### config.mk
export PLATFORM = sky130hd
export DESIGN_NAME = clk_meas
export DESIGN_NICKNAME = d
export VERILOG_FILES = /design/src/rtl/clk_meas_pkg.sv /design/src/rtl/clk_meas_sync.sv /design/src/rtl/clk_meas.sv
export SDC_FILE = /design/constraint.sdc
export NUM_CORES = 1
export LEC_CHECK = 0
export ABC_AREA = 1
export BUFFER_PORTS_ARGS = -buffer_cell sky130_fd_sc_hd__clkbuf_2
export CORE_UTILIZATION = 59
export DETAILED_ROUTE_END_ITERATION = 10
export PLACE_DENSITY_LB_ADDON = 0.2
export SLEW_MARGIN = 20
export SYNTH_ARGS = -nofsm -noshare
export SYNTH_HDL_FRONTEND = slang
export SYNTH_HIERARCHICAL = 1
export SYNTH_SLANG_ARGS = --single-unit
### constraint.sdc
create_clock -name clk -period 2.4 [get_ports clk]
set_input_delay 0.36 -clock clk [delete_from_list [all_inputs] [get_ports clk]]
set_output_delay 0.36 -clock clk [all_outputs]
set_load 0.03 [all_outputs]
### src/rtl/clk_meas_pkg.sv
// Shared types and constants for the clk_meas clock/phase measurement block.
// Optional glitch filter is enabled with macro CLK_MEAS_GLITCH_FILT_EN.
package clk_meas_pkg;

  localparam int CNT_W_DEF       = 16;
  localparam int SYNC_STAGES_DEF = 2;

  // Extra edge-detect latency added by the glitch filter, identical on both inputs.
`ifdef CLK_MEAS_GLITCH_FILT_EN
  localparam int FILT_LAT = 1;
`else
  localparam int FILT_LAT = 0;
`endif

  typedef enum logic [2:0] {
    IDLE      = 3'd0,
    WAIT_REF  = 3'd1,
    WAIT_RISE = 3'd2,
    MEAS_HIGH = 3'd3,
    MEAS_LOW  = 3'd4,
    DONE      = 3'd5
  } state_e;

endpackage

### src/rtl/clk_meas_sync.sv
// Synchronizer, optional 2-sample glitch filter (CLK_MEAS_GLITCH_FILT_EN) and
// rise/fall detect for one asynchronous input. SYNC_STAGES must be >= 2.
module clk_meas_sync
  import clk_meas_pkg::*;
#(
  parameter int SYNC_STAGES = SYNC_STAGES_DEF
) (
  input  logic clk_i,
  input  logic rst_ni,
  input  logic d_i,
  output logic rise_o,
  output logic fall_o
);

  // Edges are masked until the chain (and filter) has flushed its reset contents.
  localparam int ARM_CYC = SYNC_STAGES + FILT_LAT + 1;

  logic [SYNC_STAGES-1:0] sync_q;
  logic                   smp_q;
  logic [ARM_CYC-1:0]     arm_q;
  logic                   lvl;
  logic                   rise_raw;
  logic                   fall_raw;

  assign lvl = sync_q[SYNC_STAGES-1];

  always_ff @(posedge clk_i or negedge rst_ni) begin
    if (!rst_ni) begin
      sync_q <= '0;
      smp_q  <= 1'b0;
      arm_q  <= '0;
    end else begin
      sync_q <= {sync_q[SYNC_STAGES-2:0], d_i};
      smp_q  <= lvl;
      arm_q  <= {arm_q[ARM_CYC-2:0], 1'b1};
    end
  end

`ifdef CLK_MEAS_GLITCH_FILT_EN
  logic filt_q;
  logic filt_d;

  // Accept a new level only once two consecutive samples agree.
  assign filt_d = (lvl == smp_q) ? lvl : filt_q;

  always_ff @(posedge clk_i or negedge rst_ni) begin
    if (!rst_ni) begin
      filt_q <= 1'b0;
    end else begin
      filt_q <= filt_d;
    end
  end

  assign rise_raw = filt_d & ~filt_q;
  assign fall_raw = ~filt_d & filt_q;
`else
  assign rise_raw = lvl & ~smp_q;
  assign fall_raw = ~lvl & smp_q;
`endif

  assign rise_o = rise_raw & arm_q[ARM_CYC-1];
  assign fall_o = fall_raw & arm_q[ARM_CYC-1];

endmodule

### src/rtl/clk_meas.sv
// Measures phase (ref rise -> sig rise), high time and period of sig_in in clk cycles.
// Glitch filtering on both inputs is enabled with macro CLK_MEAS_GLITCH_FILT_EN.
module clk_meas
  import clk_meas_pkg::*;
#(
  parameter int CNT_W       = CNT_W_DEF,
  parameter int SYNC_STAGES = SYNC_STAGES_DEF
) (
  input  logic             clk,
  input  logic             rst_n,
  input  logic             sig_in,
  input  logic             ref_in,
  input  logic             start,
  output logic             busy,
  output logic             valid,
  output logic             err,
  output logic [CNT_W-1:0] phase_cnt,
  output logic [CNT_W-1:0] high_cnt,
  output logic [CNT_W-1:0] period_cnt
);

  localparam logic [CNT_W-1:0] CNT_MAX = '1;

  function automatic logic [CNT_W-1:0] sat_inc(input logic [CNT_W-1:0] v);
    return (v == CNT_MAX) ? v : v + 1'b1;
  endfunction

  logic sig_rise;
  logic sig_fall;
  logic ref_rise;
  logic ref_fall_unused;

  clk_meas_sync #(.SYNC_STAGES(SYNC_STAGES)) u_sync_sig (
    .clk_i  (clk),
    .rst_ni (rst_n),
    .d_i    (sig_in),
    .rise_o (sig_rise),
    .fall_o (sig_fall)
  );

  clk_meas_sync #(.SYNC_STAGES(SYNC_STAGES)) u_sync_ref (
    .clk_i  (clk),
    .rst_ni (rst_n),
    .d_i    (ref_in),
    .rise_o (ref_rise),
    .fall_o (ref_fall_unused)
  );

  state_e           state_q;
  logic [CNT_W-1:0] cnt_q;
  logic [CNT_W-1:0] cnt_d;
  logic             busy_q;
  logic             valid_q;
  logic             err_q;
  logic [CNT_W-1:0] phase_q;
  logic [CNT_W-1:0] high_q;
  logic [CNT_W-1:0] period_q;
  // Shadows collect results during a measurement; outputs only change with valid.
  logic [CNT_W-1:0] ph_sh_q;
  logic [CNT_W-1:0] hi_sh_q;

  assign cnt_d = sat_inc(cnt_q);

  always_ff @(posedge clk or negedge rst_n) begin
    if (!rst_n) begin
      state_q  <= IDLE;
      cnt_q    <= '0;
      busy_q   <= 1'b0;
      valid_q  <= 1'b0;
      err_q    <= 1'b0;
      phase_q  <= '0;
      high_q   <= '0;
      period_q <= '0;
      ph_sh_q  <= '0;
      hi_sh_q  <= '0;
    end else begin
      valid_q <= 1'b0;
      case (state_q)
        IDLE: begin
          if (start) begin
            state_q <= WAIT_REF;
            busy_q  <= 1'b1;
            cnt_q   <= '0;
            ph_sh_q <= phase_q;
            hi_sh_q <= high_q;
          end
        end

        WAIT_REF, WAIT_RISE, MEAS_HIGH, MEAS_LOW: begin
          if (cnt_q == CNT_MAX) begin
            // Timeout: publish whatever was latched so far, keep the rest.
            state_q <= DONE;
            valid_q <= 1'b1;
            err_q   <= 1'b1;
            phase_q <= ph_sh_q;
            high_q  <= hi_sh_q;
          end else begin
            cnt_q <= cnt_d;
            case (state_q)
              WAIT_REF: begin
                if (ref_rise) begin
                  cnt_q <= '0;
                  if (sig_rise) begin
                    ph_sh_q <= '0;
                    state_q <= MEAS_HIGH;
                  end else begin
                    state_q <= WAIT_RISE;
                  end
                end
              end
              WAIT_RISE: begin
                if (sig_rise) begin
                  ph_sh_q <= cnt_d;
                  cnt_q   <= '0;
                  state_q <= MEAS_HIGH;
                end
              end
              MEAS_HIGH: begin
                if (sig_fall) begin
                  hi_sh_q <= cnt_d;
                  state_q <= MEAS_LOW;
                end
              end
              MEAS_LOW: begin
                if (sig_rise) begin
                  period_q <= cnt_d;
                  phase_q  <= ph_sh_q;
                  high_q   <= hi_sh_q;
                  valid_q  <= 1'b1;
                  err_q    <= 1'b0;
                  state_q  <= DONE;
                end
              end
              default: ;
            endcase
          end
        end

        DONE: begin
          state_q <= IDLE;
          busy_q  <= 1'b0;
        end

        default: begin
          state_q <= IDLE;
          busy_q  <= 1'b0;
        end
      endcase
    end
  end

  assign busy       = busy_q;
  assign valid      = valid_q;
  assign err        = err_q;
  assign phase_cnt  = phase_q;
  assign high_cnt   = high_q;
  assign period_cnt = period_q;

endmodule
==> flow_summary.toml, run 1 <==
[floorplanning]
die-area_sq_um = 9770
std_cell_rows = 34
fp.dieH_microns = 98.8
fp.dieW_microns = 98.8
initial_core_util_pct = 62.2
coreArea_sq_um = 8890
io-pin-count = 56

[worst_setup_path]
startpoint = "cnt_q[0]$_DFFE_PN0P_"
critPathMaxFanout = 15
arrival_ns = 2.52
cp.required_ns = 2.80
endpoint_kind = "flip-flop"
worst_setup_path_start_kind = "flip-flop"
crit_type = "reg -> reg"
r2r-start = "cnt_q[0]$_DFFE_PN0P_"

[cells_and_area]
fin_nets = 716
drive_gt1_share_pct = 24.6
fillers = 676
final_area_sq_um = 6500
finish.utilization_pct = 73.1
antenna_cells = 0
syn_to_final_growth_pct = 17.6

[global_route]
use_met1_pct = 35.8
grt_pass1_wl_microns = 21500
grt_pass1_vias = 4397
grt_max_degree = 58
gr-total-overflow = 0
track_usage_pct = 28.5
busiest_layer = "met2"
met3_usage_pct = 6.17
gr-usage-met2_pct = 49.3
antenna_found_initial = 0

[timing]
hold_viol_final = 0
fmax_mhz = 472
max_slew_margin_pct = 65.6
tns_ns = 0
min_period_over_period_pct = 88.3
setup_viol = 0
skew_ns = 0.00870
fin_crit_ns = 2.12
slew_viol_final = 0
worst_pin_slew_ns = 0.516
rsz0062_at_grt = "no"

[detailed_routing]
post-route-drc-count = 0
routed_wl_microns = 12600
num_vias = 4414
drt_iter0_drc = 220
post_drt_wl_per_cell_microns = 15.2
viasPerCell = 5.31
ant_nets = 0
drt_first_pass_iters = 5

[synth]
syn_nets = 650
syn_avg_cell_area_sq_um = 8.59
yosysWarningCount = 6
netlist_area_sq_um = 5530
synth_cells = 644

[clock_network]
cts_root_buf = "clkbuf_8"
htreeDepth = 4
cts_sinks = 114
clkTransAtPathRegs_ns = 0.06
cts-resized-gates = 0
cts_tree = "built"
cts_buffer_depth = 2
cts_inserted_buffers = 17
insertion_delay_ns = 0.52

[pwr]
peakVddDrop_v = 0.000715
comb_power_share_pct = 32.6
internal_power_uw = 4240
power_density_nw_per_um2 = 1080
power.leakage_uw = 0.00333
p_switching_uw = 2750
clockPowerShare_pct = 36.5
switching_share_pct = 39.3
seqPwrFrac_pct = 30.9

[job]
drv_cap = 0

[status]
status = "complete, no violations"

[worst_hold_path]
hold_class = "in -> reg"
holdCritStartpoint = "start"

[placement]
place_congestion = 0.858
placed_area_sq_um = 5870
hpwl_microns = 8680
portBuffers = 55
## critical path: stages, from the launching register on
cell	delay, ns
dfrtp_1	0.44
ha_1	0.24
nand3_2	0.16
nor2_4	0.22
nand3_1	0.20
nand2_1	0.39
buf_4	0.25
o21ai_0	0.10
## power groups by stage
stage	sequential [uW]	combinational, uW	clock [uW]
after detailed placement	2190	2230	0
after floorplan	2240	1650	0
after global routing	2170	2500	2660
after CTS	2160	2260	2590
final	2160	2280	2550
after global placement	2180	2220	0
## state kept, by name, summed over array words and instances, names as in the netlist
name,flops
u_sync_ref/sync_q,2
period_cnt,16
u_sync_ref/arm_q,3
u_sync_sig/arm_q,3
valid,1
u_sync_sig/sync_q,2
busy,1
hi_sh_q,16
u_sync_sig/smp_q,1
high_cnt,16
u_sync_ref/smp_q,1
state_q,3
phase_cnt,16
ph_sh_q,16
err,1
cnt_q,16
## routing by layer
layer	wire (microns)	up-vias
met2	6460	108
met3	542	20
li1	-	2165
met4	194	0
met1	5430	2121
met5	0	-
## final timing paths
kind	to	slack (ns)	cells after the start
max in group asynchronous	period_cnt[3]$_DFFE_PN0P_	1.37	3
worst max-delay path	period_cnt[6]$_DFFE_PN0P_	0.28	7
worst max register to register	period_cnt[6]$_DFFE_PN0P_	0.28	7
worst min register to register	u_sync_ref/sync_q[1]$_DFF_PN0_	0.35	0
worst min-delay path	busy$_DFFE_PN0P_	0.08	3
min in group asynchronous	u_sync_ref/smp_q$_DFF_PN0_	0.36	2
## placed cells by master (no fill, tap or decap), drive strengths merged
cell type,instances
xnor2,1
nand3b,1
dfrtp,114
nor3,1
inv,67
or2,2
bufinv,3
clkinv,6
a21oi,1
nor2,26
o22ai,2
dlygate4sd3,3
clkbuf,72
clkinvlp,3
nand4,4
nand2,268
xor2,1
o21ai,88
nand3,44
ha,1
a211oi,1
conb,2
a21boi,1
buf,11
## what timing repair did
action / CTS / global route
hold buffers: 3 / 0
hold endpoints to repair: 40 / 0
buffers inserted: 0 / 0
## final cells by class
type	count	area (sq um)	area share, %
clock inverter	14	179	2.75
inverter	65	246	3.79
sequential	114	2850	43.9
tap	108	135	2.08
clock buffer	18	428	6.58
multi-input combinational	444	2230	34.3
timing repair buffer	68	433	6.66
## stage by stage
step | cells | total power [uW] | hold WS, ns | setup WS, ns
finish | 831 | 6990 | 0.0831 | 0.280
global route | 831 | 7340 | 0.106 | 0.0501
CTS | 831 | 7010 | 0.0698 | 0.294
detailed placement | 796 | 4420 | 0.335 | 0.324
global placement | 796 | 4400 | 0.334 | 0.437
floorplan | 644 | 3890 | 0.0644 | 0.660
(Power assumes the default switching activity.)
==> run 2: changes to the inputs <==
--- a/config.mk
+++ b/config.mk
@@ -7,6 +7,7 @@
 export LEC_CHECK = 0
 export ABC_AREA = 1
 export BUFFER_PORTS_ARGS = -buffer_cell sky130_fd_sc_hd__clkbuf_2
+export CORE_ASPECT_RATIO = 1.2
 export CORE_UTILIZATION = 59
 export DETAILED_ROUTE_END_ITERATION = 10
 export PLACE_DENSITY_LB_ADDON = 0.2
==> run 2 against run 1 <==
Effect of this change:
- via count is 1.1% higher
- flip-flop and latch count stayed put
- first-iteration DRC count is 47% higher
- sequential share of layout area is 0.13 points higher
- non-clock buffer count is 2 lower
- setup slack worse by 0.071 ns
- critical path type unchanged
- critical endpoint unchanged
- largest power group unchanged
- highest routed layer unchanged
==> flow_summary.toml, run 2 (synthesis results as in run 1) <==
[status]
status = "complete, no violations"

[timing]
skew_ns = 0.00489
tns_ns = 0
rsz0062_at_grt = "no"
setup_viol = 0
slew_viol_final = 0
hold_viol_final = 0
fin_crit_ns = 2.19
min_period_over_period_pct = 91.3
fmax_mhz = 456

[placement]
place_congestion = 0.892
hpwl_microns = 8590
portBuffers = 55

[pwr]
p_switching_uw = 2680
switching_share_pct = 38.5
internal_power_uw = 4280
power.leakage_uw = 0.00331
power_density_nw_per_um2 = 1070
seqPwrFrac_pct = 31.1
comb_power_share_pct = 32.2
clockPowerShare_pct = 36.8
peakVddDrop_v = 0.000773

[worst_setup_path]
critical_path.cell_chain = "ha_1, nand3_2, nor2_4, nand3_1, nand2_1, buf_4, nand2_1, o21ai_0"
worst_setup_path_start_kind = "flip-flop"
cp.depth = 8
cp.required_ns = 2.82
arrival_ns = 2.61
slowest_delay_ns = 0.45
cp_common_cell = "nand2_1"
r2r_cells = 8
critPathMaxFanout = 20
slowest_stage = "dfrtp_1"
endpoint_kind = "flip-flop"
critPathTopFamily = "simple AND/OR/NAND/NOR gates"
critPathBufInv = 1
crit_type = "reg -> reg"

[worst_hold_path]
hold_depth = 3
hold_class = "in -> reg"

[detailed_routing]
post_drt_wl_per_cell_microns = 15.3
num_vias = 4461
post-route-drc-count = 0
viasPerCell = 5.30
drt_iter0_drc = 324
ant_nets = 0
routed_wl_microns = 12900
drt_first_pass_iters = 5

[global_route]
antenna_found_initial = 0
grt_max_degree = 60
grt_pass1_vias = 4462
gr-total-overflow = 0
grt_pass1_wl_microns = 21800
track_usage_pct = 28.7

[cells_and_area]
syn_to_final_growth_pct = 17.2
final_cell_mix = "236 x nand2_1, 114 x dfrtp_1, 61 x inv_1, 55 x o21ai_0, 54 x clkbuf_2"
antenna_cells = 0
fin_nets = 714
final_common_cell = "nand2_1"
drive_gt1_share_pct = 23.9
fillers = 718
finish.utilization_pct = 71.4

[clock_network]
cts_sinks = 114
htreeDepth = 4
cts-resized-gates = 0
cts_tree = "built"
cts_root_buf = "clkbuf_8"
insertion_delay_ns = 0.52
cts_buffer_depth = 2
clkTransAtPathRegs_ns = 0.05
cts_inserted_buffers = 17

[floorplanning]
std_cell_rows = 38
io-pin-count = 56
fp.dieH_microns = 108
coreArea_sq_um = 9080
initial_core_util_pct = 60.9
fp.dieW_microns = 90.4
die-area_sq_um = 9770

[job]
drv_cap = 0
run 2: worst paths after layout:
kind / from / to / slack [ns]
min in group asynchronous: rst_n / state_q[2]$_DFFE_PN0P_ / 0.32
max reg2reg: cnt_q[0]$_DFFE_PN0P_ / period_cnt[6]$_DFFE_PN0P_ / 0.21
max in group asynchronous: rst_n / high_cnt[14]$_DFFE_PN0P_ / 1.39
min reg2reg: u_sync_sig/sync_q[0]$_DFF_PN0_ / u_sync_sig/sync_q[1]$_DFF_PN0_ / 0.35
min: start / busy$_DFFE_PN0P_ / 0.09
max: cnt_q[0]$_DFFE_PN0P_ / period_cnt[6]$_DFFE_PN0P_ / 0.21
run 2: through the flow:
| step | hold slack (ns) | setup WS (ns) | area [sq um] | power [uW] | std cells |
|---|---|---|---|---|---|
| global route | 0.118 | 0.0806 | 6480 | 7320 | 841 |
| floorplan | 0.0644 | 0.660 | 5530 | 3890 | 644 |
| finish | 0.0940 | 0.209 | 6480 | 6970 | 841 |
| global placement | 0.309 | 0.459 | 5850 | 4350 | 806 |
| detailed placement | 0.318 | 0.303 | 5850 | 4390 | 806 |
| CTS | 0.0857 | 0.233 | 6480 | 7000 | 841 |
run 2: final cells by class:
type                            instances  area, sq um  share of cell area (%)
Tap cell                              120          150                    2.32
Multi-Input combinational cell        444         2230                    34.4
Clock buffer                           22          443                    6.83
Clock inverter                         10          158                    2.43
Sequential cell                       114         2850                    44.0
Inverter                               65          246                    3.80
Timing Repair Buffer                   66          405                    6.25
run 2: tightest hold or removal path, cell delays in order:
cell      delay [ns]
clkbuf_2        0.09
nand2_1         0.05
a21boi_0        0.07
run 2: power by group through the flow:
stage	sequential [uW]	clock, uW	combinational [uW]
final	2160	2560	2240
after global routing	2180	2680	2450
after CTS	2160	2590	2250
after detailed placement	2190	0	2200
after global placement	2180	0	2180
after floorplan	2240	0	1650
run 2: timing repair:
item                      in CTS  in global routing
hold endpoints to repair      31                  0
hold buffers                   3                  0
buffers inserted               0                  0
run 2: routing by layer:
layer	part of all wire, %	vias to the layer above	GRT usage [%]
met3	5.1	20	5.77
met4	2.0	0	11.5
met2	49	146	46.8
met1	44	2136	37.9
li1	-	2159	-
met5	0	-	0
